==> src/rtl/mem_access_ctrl.sv <==
// Sequences one MAR/MDR memory transaction: address load, data load, wait states, done.
// All strobes are Moore outputs decoded from the registered state and wait counter.
module mem_access_ctrl #(
  parameter int MEM_LATENCY = 2,
  parameter int CNT_W       = 8
) (
  input  logic clock,
  input  logic clear,
  input  logic start,
  input  logic rw,
  output logic busy,
  output logic done,
  output logic MARin,
  output logic MDRin,
  output logic read,
  output logic mem_read,
  output logic mem_write,
  output logic MDRout
);

  typedef enum logic [2:0] {
    IDLE, LOAD_MAR, RD_WAIT, RD_DONE, WR_LOAD, WR_WAIT, WR_DONE
  } state_t;

  localparam logic [CNT_W-1:0] CNT_INIT = CNT_W'(MEM_LATENCY - 1);

  state_t           state, state_nxt;
  logic [CNT_W-1:0] cnt, cnt_nxt;
  logic             rw_q, rw_nxt;
  logic             cnt_zero;

  assign cnt_zero = (cnt == '0);

  always_ff @(posedge clock) begin
    if (clear) begin
      state <= IDLE;
      cnt   <= '0;
      rw_q  <= 1'b0;
    end else begin
      state <= state_nxt;
      cnt   <= cnt_nxt;
      rw_q  <= rw_nxt;
    end
  end

  always_comb begin
    state_nxt = state;
    cnt_nxt   = cnt;
    rw_nxt    = rw_q;
    case (state)
      IDLE: if (start) begin
        rw_nxt    = rw;
        state_nxt = LOAD_MAR;
      end
      LOAD_MAR: begin
        cnt_nxt   = CNT_INIT;
        state_nxt = rw_q ? RD_WAIT : WR_LOAD;
      end
      RD_WAIT: begin
        if (cnt_zero) state_nxt = RD_DONE;
        else          cnt_nxt   = cnt - 1'b1;
      end
      RD_DONE: state_nxt = IDLE;
      // Write path reloads here so the wait count starts after MDR has the store data.
      WR_LOAD: begin
        cnt_nxt   = CNT_INIT;
        state_nxt = WR_WAIT;
      end
      WR_WAIT: begin
        if (cnt_zero) state_nxt = WR_DONE;
        else          cnt_nxt   = cnt - 1'b1;
      end
      WR_DONE: state_nxt = IDLE;
      default: state_nxt = IDLE;
    endcase
  end

  always_comb begin
    busy      = (state != IDLE);
    done      = 1'b0;
    MARin     = 1'b0;
    MDRin     = 1'b0;
    read      = 1'b0;
    mem_read  = 1'b0;
    mem_write = 1'b0;
    MDRout    = 1'b0;
    case (state)
      LOAD_MAR: MARin = 1'b1;
      RD_WAIT: begin
        mem_read = 1'b1;
        MDRin    = cnt_zero;
        read     = cnt_zero;
      end
      RD_DONE: begin
        MDRout = 1'b1;
        done   = 1'b1;
      end
      WR_LOAD: MDRin = 1'b1;
      WR_WAIT: mem_write = 1'b1;
      WR_DONE: done = 1'b1;
      default: ;
    endcase
  end

endmodule
==> config.mk <==
export PLATFORM = sky130hd
export DESIGN_NAME = mem_access_ctrl
export DESIGN_NICKNAME = d
export VERILOG_FILES = /design/src/rtl/mem_access_ctrl.sv
export SDC_FILE = /design/constraint.sdc
export NUM_CORES = 1
export LEC_CHECK = 0
export CORE_MARGIN = 4
export CORE_UTILIZATION = 40
export CTS_BUF_LIST = sky130_fd_sc_hd__clkbuf_2 sky130_fd_sc_hd__clkbuf_4 sky130_fd_sc_hd__clkbuf_8
export DETAILED_ROUTE_END_ITERATION = 8
export PLACE_DENSITY_LB_ADDON = 0.12
export SKIP_CTS_REPAIR_TIMING = 1
export SLEW_MARGIN = 30
export SYNTH_ARGS = -nofsm -noshare
export SYNTH_HDL_FRONTEND = slang
export SYNTH_SLANG_ARGS = --single-unit
==> constraint.sdc <==
create_clock -name clock -period 2.1 [get_ports clock]
set_input_delay 0.42 -clock clock [delete_from_list [all_inputs] [get_ports clock]]
set_output_delay 0.42 -clock clock [all_outputs]
set_load 0.05 [all_outputs]
After elaboration in Yosys (flattened, before gate mapping) --
Index checks and enable logic that the tools add are counted.
Cells by class: muxes and demuxes 14, equality and inequality tests 10, $add $sub $neg 1, reductions and logical operators 10
Operator list (count):
- 8-bit one-hot mux with 2 select lines | 1
- 3-bit one-hot mux with 5 select lines | 1
- 3-bit two-way mux | 4
- 3-bit == test, second input constant | 3
- 8-bit zero test | 1
- 8-bit two-way mux | 1
- 2-bit inequality test, second input constant | 4
- 8-bit by 1-bit subtractor with 8-bit output, second input constant | 1
- 3-bit by 2-bit == test with 1-bit output, second input constant | 2
- 1-bit two-way mux | 6
- 2-bit OR reduction | 3
- 2-bit AND reduction | 2
- 3-bit by 1-bit == test with 1-bit output, second input constant | 1
- 3-bit zero test | 1
- 3-bit AND reduction | 1
- 3-bit nonzero test | 1
- 1-bit one-hot mux with 2 select lines | 1
- 2-bit nonzero test | 1
Word-level totals: register bits after elaboration 12, input port bits 4, output and inout port bits 8, word-level logic and storage cells 38

Depth between registers and ports, before layout --
Gate-level depths: netlist (run 1).
word-level depth 4, gate-level depth with buffers 6, depth with buffers taken out 6

Least setup slack after synthesis (run 1) --
OpenSTA, ideal clock, no wires.
kind register to output, start register cnt[3], end output port MDRin, arrival 2.007 ns, required time 1.680 ns, path buffers 0, slack -0.327 ns, stages on the path, launching flop included 5, cell sequence dfxtp_1 > or4_4 > nor3_1 > a21oi_1 > nor2_1
Between the ends: longest elaborated chain between the ends 2
Ends and longest elaborated chain:
- start: declaration | line 28 | logic [CNT_W-1:0] cnt, cnt_nxt;
- start signal: assignment | line 41 | cnt <= cnt_nxt;
- 8-bit zero test | line 32 | assign cnt_zero = (cnt == '0);
- 1-bit one-hot mux with 2 select lines | line 87 | case (state)
- end: declaration | line 14 | output logic MDRin,
Every way passes these cells.

Worst setup path after layout (run 1) --
start register cnt[4], end output port MDRin
The elaborated chain is that of the path after synthesis.

==> impl_results.md, run 1 <==
- Adder-cell area share of the yosys netlist: 3.221%
- Delay-heaviest family, CP: simple AND/OR/NAND/NOR gates
- Fin crit period: 2.171 ns
- Placed Instances: 142
- Row count: 15
- Pin count of the biggest net entering global routing: 16
- Slowest cell on the critical path: or4_4
- Fin. max-slew vios: 0
- Post-synth design cell area: 777.0 um2
- H-tree depth: 1
- Routed via count: 798
- Worst EP arrival: 1.75 ns
- Largest stage delay, worst path: 0.55 ns
- YS warnings: 0
- Post-DP HPWL: 1.430 mm
- Die Y: 52.08 um
- # diodes: 0
- IO Port Bufs: 11
- CP max FO: 5
- Met2 GRT Util: 27.41%
- Clk Latency, worst-skew pair: 0.29 ns
- Core footprint: 1783 um2
- CTS sink count: 12
- Avg Cell Area, Syn: 7.618 um2
- Final setup fails: 1
- Routing usage on met1: 20.31%
- Initial DRC count: 11
- Cell Chain, Critical Path: or4_4 -> nor3_4 -> a21oi_1 -> nor2_2 -> buf_12
- Leading area contributor after synthesis: dfxtp_1
- First drt pass iteration count: 4
- Post-route setup slack: -0.07075 ns
- TritonCTS buffer count: 3
- Standby leakage power: 0.0004346 uW
- Post-synthesis xor/xnor area fraction: 1.127%
- CTS tree: yes
- Synth area leaders: dfxtp_1, a21oi_1, mux2i_1
- Chip Width: 52.08 um
- Mapped Nets: 108
- Routed WL: 1.999 mm
- Clk_skew: 0.003478 ns
- Netlist cell types: 32
- Combinational family with the most area after synthesis: simple AND/OR/NAND/NOR gates
- Buf+Inv Stages, Crit Path: 1
- Area Growth Syn to Fin: 41.87%
- Root Buffer: clkbuf_4
- CP Data Required Time: 1.68 ns
- Worst min path class: flip-flop to flip-flop
- Crit. End Element: primary output
- Per-cell routed wire length: 13.60 um
- Peak VDD IR: 856.2 uV
- Highest-count cells in the layout ignoring fill and taps: nand2_1, buf_4, a21oi_1, dfxtp_1
- Pwr per Cell Area: 1586 nW/um2
- Slew headroom: 64.43%
- Fmax: 460.7 MHz
- Drc violations: 0
- Post-route cell area: 1102 um2
- Die area: 2712 um2
- Max Cap Viol: 0
- First-pass GRT wire length: 3.353 mm
- GR peak layer: met2
- Yosys top cell area share: 30.92%
- Failing checks: negative setup slack
- Synth Instances: 102
- Vias per cell: 5.429
- Type of origin of the critical path: flip-flop
- Met3 track demand over resource: 4.298%
- Vias in the first global route: 765
- Initial antenna violation count: 0
- Status: finished, violations left
- CP Class: flip-flop to primary output
- Placed Area: 1041 um2
- Most common cell after layout, fill and taps aside: nand2_1
- GRT Overall Usage: 17.14%
- Layout cells sized above 1: 27.05%
- Simple-Gate Fraction of Synth Area: 35.10%
- Compound-gate portion of the synthesized area: 17.87%
- Nets: 129
- Clk slew on worst S/H paths: 0.08 ns
- Measured slew at the worst slew-check pin: 0.5201 ns
- Mux cell area share after synthesis: 6.441%
- Final Hold Vio Count: 0
- Unrepaired setup endpoints after global routing: yes
- GPL Wtd Cong: 0.8189
- Final period util: 103.4%
- Detail Route Antenna Nets: 0
- Ports: 12
- Initial core utilization: 43.58%
- Seq/Total Area, Yosys: 30.92%
- GRT Residual Overflow: 0
- #FFs+latches synth: 12
- CTS max path bufs: 2
- Cell Count, Final, Fillers Out: 147
-- stage by stage --
stage          setup slack [ns]  utilization, %  hold slack (ns)  total power, uW  setup TNS, ns
2_1_floorplan           -0.1189               -           0.4375             1096        -0.4413
3_3_place_gp             0.1217           58.39           0.4605             1433              0
3_5_place_dp             0.1127           58.39           0.4651             1448              0
4_1_cts                 -0.2064           60.42           0.4773             1644        -0.3819
5_1_grt                 -0.1677           61.82           0.5162             1885        -0.2401
6_report               -0.07075           61.82           0.4770             1748       -0.07075
-- worst min-delay path, stage by stage, from the launching register on --
cell and delay (ns):
dfxtp_1 0.33, nand2_1 0.05, mux2i_1 0.05
-- registers in the layout (all words and copies together), names as in the netlist --
signal,cells
rw_q,1
state,3
cnt,8
-- synthesized netlist by cell type --
library cell / n
nor4_1: 1
a2111oi_0: 1
clkbuf_1: 5
and3b_1: 1
nor2_1: 8
o211ai_1: 3
a31oi_1: 1
or4_4: 1
o311ai_0: 1
or3_1: 4
dfxtp_1: 12
mux2i_1: 5
inv_1: 6
and2_1: 1
a21oi_1: 10
or3_4: 1
a31o_1: 1
nor3_1: 5
a21boi_0: 1
o22ai_1: 1
ha_1: 2
or2_2: 1
nand2_1: 13
nor2b_1: 1
a211oi_1: 2
nand3b_1: 1
nor4b_1: 1
or4_1: 2
nor3b_2: 1
xor2_1: 1
o21ai_0: 1
nand2b_1: 7
-- final cells by class --
class	instances	area [um2]
well taps	25	31.28
fillers	163	680.7
multi-input cells	79	511.7
clock buffers	4	36.28
flip-flops and latches	12	244.0
repair buffers	21	252.7
inverters	6	26.28
-- report_power, final --
part           switching (uW)  total (uW)  leakage (uW)  internal, uW
clock network            91.6         197     0.0000210           106
registers                 107         415     0.0000994           308
logic                     580        1140      0.000314           556
-- final timing paths --
check	start	endpoint	slack (ns)	cells after the start
setup / recovery	cnt[4]	MDRin	-0.07	5
hold / removal	cnt[7]	cnt[7]	0.48	2
setup reg to reg	state[2]	cnt[3]	0.20	4
hold reg to reg	cnt[7]	cnt[7]	0.48	2
-- layer usage --
layer	part of all wire [%]	vias up
li1	-	403
met1	48	383
met2	47	8
met3	2.4	4
met4	2.3	0
met5	0	-
-- cell families after synthesis --
family / count (synthesis)
AO/OA/AOI/OAI: 22
XOR/XNOR: 1
adder cells (fa/ha/maj): 2
buffers and inverters: 11
flip-flops: 12
multiplexers: 5
AND/OR/NAND/NOR: 49
Power figures use the tool's default switching activity.
==> run 2, diff against run 1 <==
--- a/config.mk
+++ b/config.mk
@@ -11,7 +11,8 @@
 export DETAILED_ROUTE_END_ITERATION = 8
 export PLACE_DENSITY_LB_ADDON = 0.12
 export SKIP_CTS_REPAIR_TIMING = 1
-export SLEW_MARGIN = 30
+export SKIP_LAST_GASP = 1
 export SYNTH_ARGS = -nofsm -noshare
 export SYNTH_HDL_FRONTEND = slang
 export SYNTH_SLANG_ARGS = --single-unit
+export TNS_END_PERCENT = 50
==> run 2 against run 1 <==
The run still ends with negative setup slack left. Flip-flop and latch count did not move. Register-to-register slack barely moved. Critical path type unchanged. Highest routed layer unchanged. Global-route usage fell by 0.60 points. Final cell count fell by 0.68%.
==> impl_results.md, run 2 (same netlist as run 1, synthesis figures left out) <==
- Worst min path class: flip-flop to flip-flop
- Cells on worst reg2reg path: 6 (+2)
- CTS tree: yes
- Max Cap Viol: 0 (unchanged)
- Unrepaired setup endpoints after global routing: yes
- Post-route setup slack: -0.08242 ns (-0.01167 ns)
- Status: finished, violations left
- Max FFs per register: 8 (unchanged)
- Vias in the first global route: 704 (-8.0%)
- CP Class: flip-flop to primary output
- CTS max path bufs: 2 (unchanged)
- First drt pass iteration count: 4 (unchanged)
- Placed Instances: 143 (+0.70%)
- Fillers: 169 (+3.7%)
- CTS sink count: 12 (unchanged)
- Detail Route Antenna Nets: 0 (unchanged)
- Standby leakage power: 0.0004369 uW (+0.54%)
- Min-delay src: cnt[6]
- R2R Path Start: cnt[1]
- Routed via count: 802 (+0.50%)
- CP Launch Point: cnt[4]
- Initial DRC count: 19 (+8)
- Routed WL: 1.952 mm (-2.4%)
- Drc violations: 0 (unchanged)
- Clk slew on worst S/H paths: 0.07 ns (about the same)
- Row count: 15 (unchanged)
- Pin count of the biggest net entering global routing: 12 (-4)
- Worst hold path depth: 2 (unchanged)
- IO Port Bufs: 11 (unchanged)
- Sum Neg Setup Slack: -0.08242 ns (-0.01167 ns)
- Fin. max-slew vios: 0 (unchanged)
- Layout cells sized above 1: 22.31% (-4.7 points)
- Ports: 12 (unchanged)
- Power Total: 1654 uW (-5.4%)
- GRT Overall Usage: 16.55% (-0.60 points)
- Cell Count, Final, Fillers Out: 146 (-0.68%)
- Crit. End Element: primary output
- Most common cell after layout, fill and taps aside: nand2_1
- Slew headroom: 66.19% (+1.8 points)
- Initial antenna violation count: 0 (unchanged)
- Highest-count cells in the layout ignoring fill and taps: nand2_1, dfxtp_1, buf_4, a21oi_1
- Peak VDD IR: 754.0 uV (-12%)
- TritonCTS buffer count: 3 (unchanged)
- CP Data Required Time: 1.68 ns (about the same)
- Clk Latency, worst-skew pair: 0.27 ns (-0.02 ns)
- Initial core utilization: 43.58% (unchanged)
- Die Y: 52.08 um (unchanged)
- Setup slack at placement: 0.07639 ns (-0.03628 ns)
- Type of origin of the critical path: flip-flop
- First-pass GRT wire length: 3.249 mm (-3.1%)
- Core footprint: 1783 um2 (unchanged)
- Chip Width: 52.08 um (unchanged)
- Clk_skew: 0.002636 ns (-0.0008420 ns)
- Final period util: 103.9% (+0.56 points)
- H-tree depth: 1 (unchanged)
- Failing checks: negative setup slack
- Final Hold Vio Count: 0 (unchanged)
- Largest registers: cnt: 8 flops, state: 3 flops, rw_q: 1 flops
- Area Growth Syn to Fin: 38.81%
- Worst EP arrival: 1.76 ns (about the same)
- Die area: 2712 um2 (unchanged)
- Vias per cell: 5.493 (+1.2%)
- Final setup fails: 1 (unchanged)
- Reg2reg setup slack: 0.19 ns (about the same)
- GPL Wtd Cong: 0.8409 (+2.7%)
- Root Buffer: clkbuf_4
- GRT Residual Overflow: 0 (unchanged)
- Per-cell routed wire length: 13.37 um (-1.7%)
- CP max FO: 5 (unchanged)
- Nets: 129 (unchanged)
- Pwr per Cell Area: 1533 nW/um2 (-3.3%)
- Reg with most FFs: cnt
- Fmax: 458.2 MHz (-0.53%)
- Measured slew at the worst slew-check pin: 0.4944 ns (-0.02569 ns)
- # diodes: 0 (unchanged)
- Post-DP HPWL: 1.477 mm (+3.3%)
- Fin crit period: 2.182 ns (+0.01167 ns)
## run 2: cell count changes in the layout (fill, tap and decap cells not counted), sizes merged
cell / before / now
clkinvlp: 1 / 0
inv: 5 / 6
clkbuf: 4 / 3
## run 2: power breakdown
group          switching (uW)  internal [uW]  leakage [uW]
Clock                    77.2           66.3     0.0000138
Sequential               82.6            302     0.0000983
Combinational             592            534      0.000325
## run 2: worst max-delay path, stage by stage, from the launching register on
cell and delay, ns:
dfxtp_1 0.34, or4_4 0.57, nor3_4 0.17, a21oi_1 0.10
nor2_2 0.15, buf_12 0.16
## run 2: per-layer routing
metal	up-vias	track usage [%]	routed length (um)
li1	399	-	-
met1	389	21.88	990
met2	10	24.48	867
met3	4	4.298	49
met4	0	8.297	45
met5	-	0	0
## run 2: final timing paths
kind                            endpoint
worst min-delay path              cnt[6]
worst max-delay path               MDRin
worst max register to register    cnt[3]
worst min register to register    cnt[6]
## run 2: layout make-up
cell class	count	area (um2)	share of cell area (%)
inverters	6	22.52	2.088
well taps	25	31.28	2.900
multi-input cells	79	509.2	47.22
repair buffers	21	252.7	23.43
flip-flops and latches	12	240.2	22.27
clock buffers	3	22.52	2.088
## run 2: through the flow
step / area [um2] / utilization (%) / hold WS (ns)
after floorplan: 779.5 / - / 0.4375
after global placement: 1045 / 58.60 / 0.4578
after detailed placement: 1045 / 58.60 / 0.4723
after CTS: 1067 / 59.86 / 0.4826
after global routing: 1079 / 60.49 / 0.5096
final: 1079 / 60.49 / 0.4846
